==> src/rtl/modu_exp_ctrl.sv <==
// modu_exp_ctrl: sequential modular exponentiation controller driving an external modular multiplier.
// Optional feature macro: MODEXP_LZ_SKIP_EN (start scanning at the highest set exponent bit).
// Ports:
//   clk, rst                    clock and synchronous active-high reset
//   strobe, base/exponent/modulus  start request and operands (accepted only while idle)
//   result, ready, busy, err    base^exponent mod modulus, completion pulse, activity, modulus==0 flag
//   mul_x/mul_y/mul_m, mul_strobe  request to the multiplier (x*y mod m)
//   mul_p, mul_ready            multiplier product and completion
module modu_exp_ctrl #(
    parameter int NLEN = 32
) (
    input  logic            clk,
    input  logic            rst,
    input  logic            strobe,
    input  logic [NLEN-1:0] base,
    input  logic [NLEN-1:0] exponent,
    input  logic [NLEN-1:0] modulus,
    output logic [NLEN-1:0] result,
    output logic            ready,
    output logic            busy,
    output logic            err,
    output logic [NLEN-1:0] mul_x,
    output logic [NLEN-1:0] mul_y,
    output logic [NLEN-1:0] mul_m,
    output logic            mul_strobe,
    input  logic [NLEN-1:0] mul_p,
    input  logic            mul_ready
);
    localparam int IW = (NLEN > 1) ? $clog2(NLEN) : 1;
    localparam logic [NLEN-1:0] ONE = NLEN'(1);

    typedef enum logic [2:0] {
        IDLE, RED_REQ, RED_WAIT, SQR_REQ, SQR_WAIT, MUL_REQ, MUL_WAIT, DONE
    } state_t;

    state_t state_q, state_d;
    logic [NLEN-1:0] base_q, base_d, exp_q, exp_d, mod_q, mod_d;
    logic [NLEN-1:0] rbase_q, rbase_d, acc_q, acc_d, result_q, result_d;
    logic [IW-1:0] idx_q, idx_d, start_idx;
    logic err_q, err_d;
    logic last, red, sqr, mul;

`ifdef MODEXP_LZ_SKIP_EN
    localparam bit SKIP = 1'b1;
    // Highest set exponent bit; only meaningful when exponent != 0.
    always_comb begin
        start_idx = '0;
        for (int i = 0; i < NLEN; i++)
            if (exponent[i]) start_idx = IW'(i);
    end
`else
    localparam bit SKIP = 1'b0;
    assign start_idx = IW'(NLEN - 1);
`endif

    assign last = idx_q == '0;

    always_ff @(posedge clk) begin
        if (rst) begin
            state_q  <= IDLE;
            base_q   <= '0;
            exp_q    <= '0;
            mod_q    <= '0;
            rbase_q  <= '0;
            acc_q    <= '0;
            result_q <= '0;
            idx_q    <= '0;
            err_q    <= 1'b0;
        end else begin
            state_q  <= state_d;
            base_q   <= base_d;
            exp_q    <= exp_d;
            mod_q    <= mod_d;
            rbase_q  <= rbase_d;
            acc_q    <= acc_d;
            result_q <= result_d;
            idx_q    <= idx_d;
            err_q    <= err_d;
        end
    end

    always_comb begin
        state_d = state_q;
        case (state_q)
            IDLE:     if (strobe) state_d = (modulus == '0 || exponent == '0) ? DONE : RED_REQ;
            RED_REQ:  state_d = RED_WAIT;
            RED_WAIT: if (mul_ready) state_d = (SKIP && last) ? DONE : SQR_REQ;
            SQR_REQ:  state_d = SQR_WAIT;
            SQR_WAIT: if (mul_ready) state_d = exp_q[idx_q] ? MUL_REQ : last ? DONE : SQR_REQ;
            MUL_REQ:  state_d = MUL_WAIT;
            MUL_WAIT: if (mul_ready) state_d = last ? DONE : SQR_REQ;
            default:  state_d = IDLE;
        endcase
    end

    always_comb begin
        base_d   = base_q;
        exp_d    = exp_q;
        mod_d    = mod_q;
        rbase_d  = rbase_q;
        acc_d    = acc_q;
        result_d = result_q;
        idx_d    = idx_q;
        err_d    = err_q;
        if (state_q == IDLE && strobe) begin
            base_d   = base;
            exp_d    = exponent;
            mod_d    = modulus;
            acc_d    = ONE;
            idx_d    = start_idx;
            err_d    = modulus == '0;
            // Trivial cases finish without the multiplier, so their result is set here.
            result_d = modulus == '0 ? '0 : exponent == '0 ? (modulus == ONE ? '0 : ONE) : result_q;
        end
        if (mul_ready && (state_q == RED_WAIT || state_q == SQR_WAIT || state_q == MUL_WAIT)) begin
            rbase_d  = state_q == RED_WAIT ? mul_p : rbase_q;
            // Without skipping, the reduction does not consume an exponent bit and acc stays 1.
            acc_d    = (state_q != RED_WAIT || SKIP) ? mul_p : acc_q;
            result_d = state_d == DONE ? mul_p : result_q;
            idx_d    = (state_d == SQR_REQ && (state_q != RED_WAIT || SKIP)) ? idx_q - IW'(1) : idx_q;
        end
    end

    assign red = state_q == RED_REQ || state_q == RED_WAIT;
    assign sqr = state_q == SQR_REQ || state_q == SQR_WAIT;
    assign mul = state_q == MUL_REQ || state_q == MUL_WAIT;

    always_comb begin
        mul_strobe = state_q == RED_REQ || state_q == SQR_REQ || state_q == MUL_REQ;
        mul_x      = red ? base_q : (sqr || mul) ? acc_q : '0;
        mul_y      = red ? ONE : sqr ? acc_q : mul ? rbase_q : '0;
        mul_m      = (red || sqr || mul) ? mod_q : '0;
        ready      = state_q == DONE;
        busy       = state_q != IDLE;
        result     = result_q;
        err        = err_q;
    end
endmodule

==> config.mk <==
export PLATFORM = sky130hd
export DESIGN_NAME = modu_exp_ctrl
export DESIGN_NICKNAME = d
export VERILOG_FILES = /design/src/rtl/modu_exp_ctrl.sv
export SDC_FILE = /design/constraint.sdc
export NUM_CORES = 1
export LEC_CHECK = 0
export ABC_AREA = 1
export ABC_CLOCK_PERIOD_IN_PS = 5900
export BUFFER_PORTS_ARGS = -buffer_cell sky130_fd_sc_hd__buf_2
export CAP_MARGIN = 10
export CORE_ASPECT_RATIO = 0.75
export CORE_MARGIN = 2
export CORE_UTILIZATION = 50
export CTS_CLUSTER_SIZE = 20
export DETAILED_ROUTE_END_ITERATION = 16
export GPL_TIMING_DRIVEN = 0
export PLACE_DENSITY = 0.75
export SYNTH_ARGS = -nofsm -noshare
export SYNTH_HDL_FRONTEND = slang
export SYNTH_SLANG_ARGS = --single-unit
==> constraint.sdc <==
create_clock -name clk -period 5.9 [get_ports clk]
set_input_delay 0.885 -clock clk [delete_from_list [all_inputs] [get_ports clk]]
set_output_delay 0.885 -clock clk [all_outputs]
set_load 0.01 [all_outputs]
==> results of run 1 <==
## per-stage QoR
stage                     cells  power [mW]
after floorplan            1275        1.88
after global placement     1779        2.09
after detailed placement   1779        2.10
after CTS                  1815        3.46
after global routing       1815        3.60
final                      1815        3.46
## logic make-up after synthesis
| group | after synthesis | share of synthesized area [%] |
|---|---|---|
| compound gates | 391 | 22.7 |
| fa+ha+maj | 2 | 0.282 |
| buf+inv | 260 | 12.0 |
| flops | 201 | 45.4 |
| simple gates | 421 | 19.6 |
## power breakdown
group / switching, mW / internal, mW
combinational: 0.400 / 0.191
clock: 0.543 / 0.835
sequential: 0.0346 / 1.45
## worst max-delay path by stage
stage                     end  slack [ns]  depth (start not counted)
global route         mul_x[2]        1.93                          7
global placement    mul_x[16]        2.69                          7
floorplan           mul_m[10]        3.45                          6
detailed placement   mul_x[1]        2.69                          7
finish               mul_x[1]        2.13                          7
CTS                  mul_x[1]        2.16                          7
## worst max-delay path, cell delays in order (launching register included)
cell and delay [ns]:
dfxtp_1 0.46, nor3_1 0.13, a21oi_1 0.49, inv_1 0.08, nor2_1 0.35, clkbuf_1 0.50
o22ai_1 0.19, buf_2 0.19
## registers in the layout (all words and copies together), names as in the netlist
register  count
base_q       32
state_q       3
acc_q        32
idx_q         5
result       32
err           1
mod_q        32
exp_q        32
rbase_q      32
## area by class of cell
| class | count | area, µm² |
|---|---|---|
| buffer | 87 | 408 |
| inverter | 173 | 657 |
| clock buffer | 30 | 639 |
| multi-input combinational | 814 | 3770 |
| sequential | 201 | 4020 |
| fill | 1652 | 6310 |
| tap | 242 | 303 |
| clock inverter | 6 | 80.1 |
| timing repair buffer | 262 | 1310 |
## synthesized netlist by cell type (2+ instances only)
library cell | number | share of area, %
a21oi_1 | 202 | 11
buf_1 | 2 | 0.085
buf_2 | 11 | 0.62
buf_6 | 9 | 1.1
clkbuf_1 | 65 | 2.8
dfxtp_1 | 201 | 45
ha_1 | 2 | 0.28
inv_1 | 166 | 7.0
inv_2 | 4 | 0.17
nand2_1 | 215 | 9.1
nand2_4 | 2 | 0.25
nand3_1 | 66 | 3.7
nand4_1 | 4 | 0.28
nor2_1 | 124 | 5.3
nor3_1 | 3 | 0.17
o21ai_0 | 154 | 8.7
o22ai_1 | 32 | 2.3
or2_2 | 2 | 0.14
## routing by layer
metal | vias to the layer above | wire length, µm
met2 | 407 | 12200
met3 | 69 | 2320
met5 | - | 0
li1 | 4688 | -
met4 | 0 | 967
met1 | 4368 | 13100
==> impl_results.rst, run 1 <==
.. list-table::
   :header-rows: 1

   * - Metric
     - Value
   * - Post-synthesis cell area
     - 8860 µm²
   * - Number of levels in the clock H-tree
     - 1
   * - Data arrival time at the worst-slack endpoint
     - 2.88 ns
   * - Crit path kind
     - reg2out
   * - Headroom to the max-slew limit
     - 48.9%
   * - Via count of the routed design
     - 9532
   * - Count of cells resized by post-cts repair
     - 0
   * - Number of instances in the synthesized netlist
     - 1275
   * - Antenna violations before repair
     - 0
   * - Dpl ws
     - 2.69 ns
   * - Clock tree skew after final layout
     - 0.00714 ns
   * - Estimated wirelength of the detail-placed design
     - 21.0 mm
   * - Global routing met2 resource utilization
     - 45.1%
   * - Pin count of the biggest net entering global routing
     - 15
   * - Number of cell instances on the worst register-to-register path
     - 8
   * - DRT Pass-1 Iters
     - 5
   * - Number of design-rule violations left by the first detailed-router iteration
     - 854
   * - Max Clk Rate
     - 0.265 GHz
   * - Kind of start point of the critical path
     - flip-flop
   * - Number of setup violations in the final report
     - 0
   * - DRC
     - 0
   * - Total of warnings raised by yosys
     - 0
   * - Die area
     - 18800 µm²
   * - EDFF count, synth
     - 0
   * - Minimum clock period after layout
     - 3.77 ns
   * - Cell leakage power
     - 5.01 nW
   * - Type of element capturing the critical path
     - primary output
   * - Fraction of registers with async set/reset
     - 0%
   * - Via count of the first global-routing pass
     - 8933
   * - Area of the placeable core
     - 17500 µm²
   * - GR met3 Demand/Resource
     - 4.66%
   * - Pwr dens
     - 309 nW/µm²
   * - Average cell area after synthesis
     - 6.95 µm²
   * - Via-per-instance ratio
     - 5.25
   * - Run status
     - finished clean
   * - Number of setup buffers added after CTS
     - 0
   * - Worst-case hold slack
     - 0.453 ns
   * - Final net count
     - 1693
   * - Worst reg2reg endpoint
     - base_q[12]
   * - Worst-Skew Late Latency
     - 0.49 ns
   * - RSZ-0062 raised after global routing
     - no
   * - Total nets after synthesis
     - 1409
   * - End-of-flow core utilization
     - 63.9%
   * - Clock sinks
     - 201
   * - Post-route ant nets
     - 0
   * - Chip height
     - 119 µm
   * - Cell area after placement
     - 10500 µm²
   * - Fraction of the cycle the final worst path needs
     - 63.9%
   * - Internal reg-to-reg setup slack
     - 3.55 ns
   * - Maximum vdd drop
     - 181 µV
   * - Max Fanout on Critical Path
     - 10
   * - Remaining Overflow, GRT
     - 0
   * - Gpl congestion
     - 0.926
   * - IO Port Bufs
     - 262
   * - Cell at the root of the clock tree
     - clkbuf_16
   * - Transition time at the pin with the least slew margin
     - 0.767 ns
   * - Total Routed Length
     - 28.6 mm
   * - Area growth, synth to finish
     - 26.3%
   * - Seq/Total Area, Yosys
     - 45.4%
   * - Final-report hold violation count
     - 0
   * - Launch point of the worst path
     - state_q[0]
   * - Worst hold start
     - mod_q[1]
   * - Cell depth of the worst hold path
     - 2
   * - Average wire per standard cell
     - 15.7 µm
   * - Most used routing layer
     - met2
   * - Post-layout instance area
     - 11200 µm²
   * - Initial standard-cell utilization of the core
     - 50.6%
   * - Reg2Reg Launch Point
     - state_q[2]
   * - Antenna Diode Count
     - 0
   * - Tot GR Track Use
     - 29.7%
   * - DIE WIDTH
     - 158 µm
   * - Hold Path End
     - mod_q[1]
   * - Synth Flop Type
     - dfxtp_1
   * - Clk slew on worst S/H paths
     - 0.07 ns
   * - Netlist cell types
     - 29
   * - Most used cells in the layout excluding fill and tap cells
     - 273 x buf_2, 215 x nand2_1, 202 x a21oi_1
   * - CTS tree
     - built
   * - Data required time at the worst endpoint
     - 5.02 ns
   * - Clock buffer count from CTS
     - 20
   * - Count of hold buffers inserted by post-cts repair
     - 0
   * - Top Ports
     - 264
   * - Synth Register Bits
     - 201
   * - Count of maximum capacitance violations
     - 0
   * - Hold Crit Class
     - reg2reg
   * - Fraction of layout instances using a drive strength above 1
     - 21.2%
   * - Total negative setup slack
     - 0 ns
   * - Post-route setup slack
     - 2.13 ns
   * - Global-route wire length before repair
     - 45.0 mm
   * - Final-report max-slew violation count
     - 0
   * - Most common library cell in the layout ignoring fill and taps
     - buf_2
   * - Deepest clock path buffer count
     - 3
   * - Number of standard-cell rows in the floorplan
     - 42
   * - Grt met1 use
     - 43.0%
(Power assumes the default switching activity.)
==> run 2, diff against run 1 <==
- ABC_CLOCK_PERIOD_IN_PS: 5900 -> 3500
- clock period: 5.9 -> 3.5 ns (I/O delays scaled with it)
==> impl_results.rst, run 2 (same netlist as run 1, synthesis figures left out) <==
.. list-table::
   :header-rows: 1

   * - Metric
     - Value
   * - Clk slew on worst S/H paths
     - 0.07 ns
   * - Fill count
     - 1651
   * - DRT Pass-1 Iters
     - 7
   * - Via count of the first global-routing pass
     - 8933
   * - Antenna violations before repair
     - 0
   * - Die area
     - 18800 µm²
   * - Clock sinks
     - 201
   * - Final-report hold violation count
     - 0
   * - Hold Crit Class
     - in2reg
   * - Deepest clock path buffer count
     - 3
   * - Gpl congestion
     - 0.926
   * - Data arrival time at the worst-slack endpoint
     - 2.78 ns
   * - Fraction of layout instances using a drive strength above 1
     - 21.3%
   * - Cell at the root of the clock tree
     - clkbuf_16
   * - Final-report max-slew violation count
     - 0
   * - Run status
     - finished clean
   * - Post-route ant nets
     - 0
   * - Via count of the routed design
     - 9611
   * - Area growth, synth to finish
     - 26.4%
   * - Top Ports
     - 264
   * - Crit path kind
     - reg2out
   * - CTS tree
     - built
   * - Number of design-rule violations left by the first detailed-router iteration
     - 853
   * - Global-route wire length before repair
     - 45.0 mm
   * - Pin count of the biggest net entering global routing
     - 15
   * - Count of maximum capacitance violations
     - 0
   * - Clock tree skew after final layout
     - 0.00806 ns
   * - Remaining Overflow, GRT
     - 0
   * - Chip height
     - 119 µm
   * - Count of hold buffers inserted by post-cts repair
     - 0
   * - Maximum vdd drop
     - 306 µV
   * - Data required time at the worst endpoint
     - 2.97 ns
   * - Count of non-filler cells in the finished layout
     - 1815
   * - Most used cells in the layout excluding fill and tap cells
     - 273 x buf_2, 215 x nand2_1, 202 x a21oi_1
   * - Tot GR Track Use
     - 29.7%
   * - Type of element capturing the critical path
     - primary output
   * - Transition time at the pin with the least slew margin
     - 0.766 ns
   * - Initial standard-cell utilization of the core
     - 50.6%
   * - RSZ-0062 raised after global routing
     - no
   * - Final net count
     - 1693
   * - Minimum clock period after layout
     - 3.31 ns
   * - Number of standard-cell rows in the floorplan
     - 42
   * - Estimated wirelength of the detail-placed design
     - 21.0 mm
   * - IO Port Bufs
     - 262
   * - Max Fanout on Critical Path
     - 10
   * - Number of setup buffers added after CTS
     - 0
   * - Most common library cell in the layout ignoring fill and taps
     - buf_2
   * - Headroom to the max-slew limit
     - 48.9%
   * - Pwr dens
     - 521 nW/µm²
   * - Via-per-instance ratio
     - 5.30
   * - Clock buffer count from CTS
     - 20
   * - Cell leakage power
     - 5.02 nW
   * - Reg2Reg Launch Point
     - state_q[2]
   * - Total negative setup slack
     - 0 ns
   * - Count of cells resized by post-cts repair
     - 0
   * - End point of the critical path
     - mul_x[28]
   * - Total Routed Length
     - 28.6 mm
   * - Internal reg-to-reg setup slack
     - 1.16 ns
   * - Number of setup violations in the final report
     - 0
   * - Worst-Skew Late Latency
     - 0.50 ns
   * - Worst reg2reg endpoint
     - base_q[12]
   * - Launch point of the worst path
     - state_q[0]
   * - Kind of start point of the critical path
     - flip-flop
   * - Number of levels in the clock H-tree
     - 1
   * - Fraction of the cycle the final worst path needs
     - 94.4%
   * - Max Clk Rate
     - 0.303 GHz
   * - Average wire per standard cell
     - 15.8 µm
   * - Area of the placeable core
     - 17500 µm²
   * - Number of cell instances on the worst register-to-register path
     - 8
   * - Antenna Diode Count
     - 0
   * - Post-Place Cells
     - 1779
   * - DIE WIDTH
     - 158 µm
   * - DRC
     - 0
-- run 2: worst min-delay path by stage --
stage | from | cells after the start | end | slack [ns]
6_report | exponent[23] | 3 | exp_q[23] | 0.28
5_1_grt | exponent[24] | 3 | exp_q[24] | 0.28
4_1_cts | mul_p[28] | 3 | rbase_q[28] | 0.27
3_5_place_dp | mod_q[14] | 2 | mod_q[14] | 0.44
3_3_place_gp | base_q[24] | 2 | base_q[24] | 0.44
2_1_floorplan | exp_q[0] | 2 | exp_q[0] | 0.43
-- run 2: worst max-delay path: stages (launching register included) --
cell      delay [ns]
dfxtp_1         0.46
nor3_1          0.13
a21oi_1         0.47
inv_1           0.08
nor2_1          0.36
clkbuf_1        0.44
o22ai_1         0.15
buf_2           0.18
-- run 2: final cells by class --
| cell class | instances | area [µm²] | area share, % |
|---|---|---|---|
| Timing Repair Buffer | 262 | 1310 | 11.7 |
| Buffer | 87 | 410 | 3.67 |
| Inverter | 173 | 657 | 5.87 |
| Tap cell | 242 | 303 | 2.71 |
| Clock buffer | 30 | 639 | 5.71 |
| Clock inverter | 6 | 80.1 | 0.715 |
| Sequential cell | 201 | 4020 | 35.9 |
| Multi-Input combinational cell | 814 | 3770 | 33.7 |
-- run 2: metal layers --
layer	up-vias	wire [µm]	track usage [%]	share of wire [%]
li1	4694	-	-	-
met2	444	12100	45.1	42
met4	0	1010	9.77	3.5
met1	4397	13100	43.0	46
met5	-	0	0	0
met3	76	2420	4.66	8.4
-- run 2: where the power goes --
| group | switching [mW] | leakage (nW) | internal (mW) |
|---|---|---|---|
| Sequential | 0.0587 | 1.64 | 2.45 |
| Combinational | 0.676 | 3.01 | 0.322 |
| Clock | 0.922 | 0.361 | 1.41 |
-- run 2: stage by stage --
step | worst slack, ns | total power [mW] | cell area, µm² | utilization [%] | hold slack, ns
CTS | 0.117 | 5.84 | 11200 | 63.9 | 0.274
floorplan | 1.41 | 3.17 | 8860 | - | 0.429
finish | 0.195 | 5.84 | 11200 | 64.0 | 0.284
detailed placement | 0.650 | 3.54 | 10500 | 59.8 | 0.443
global placement | 0.654 | 3.52 | 10500 | 59.8 | 0.440
global route | 0.00403 | 6.07 | 11200 | 64.0 | 0.281
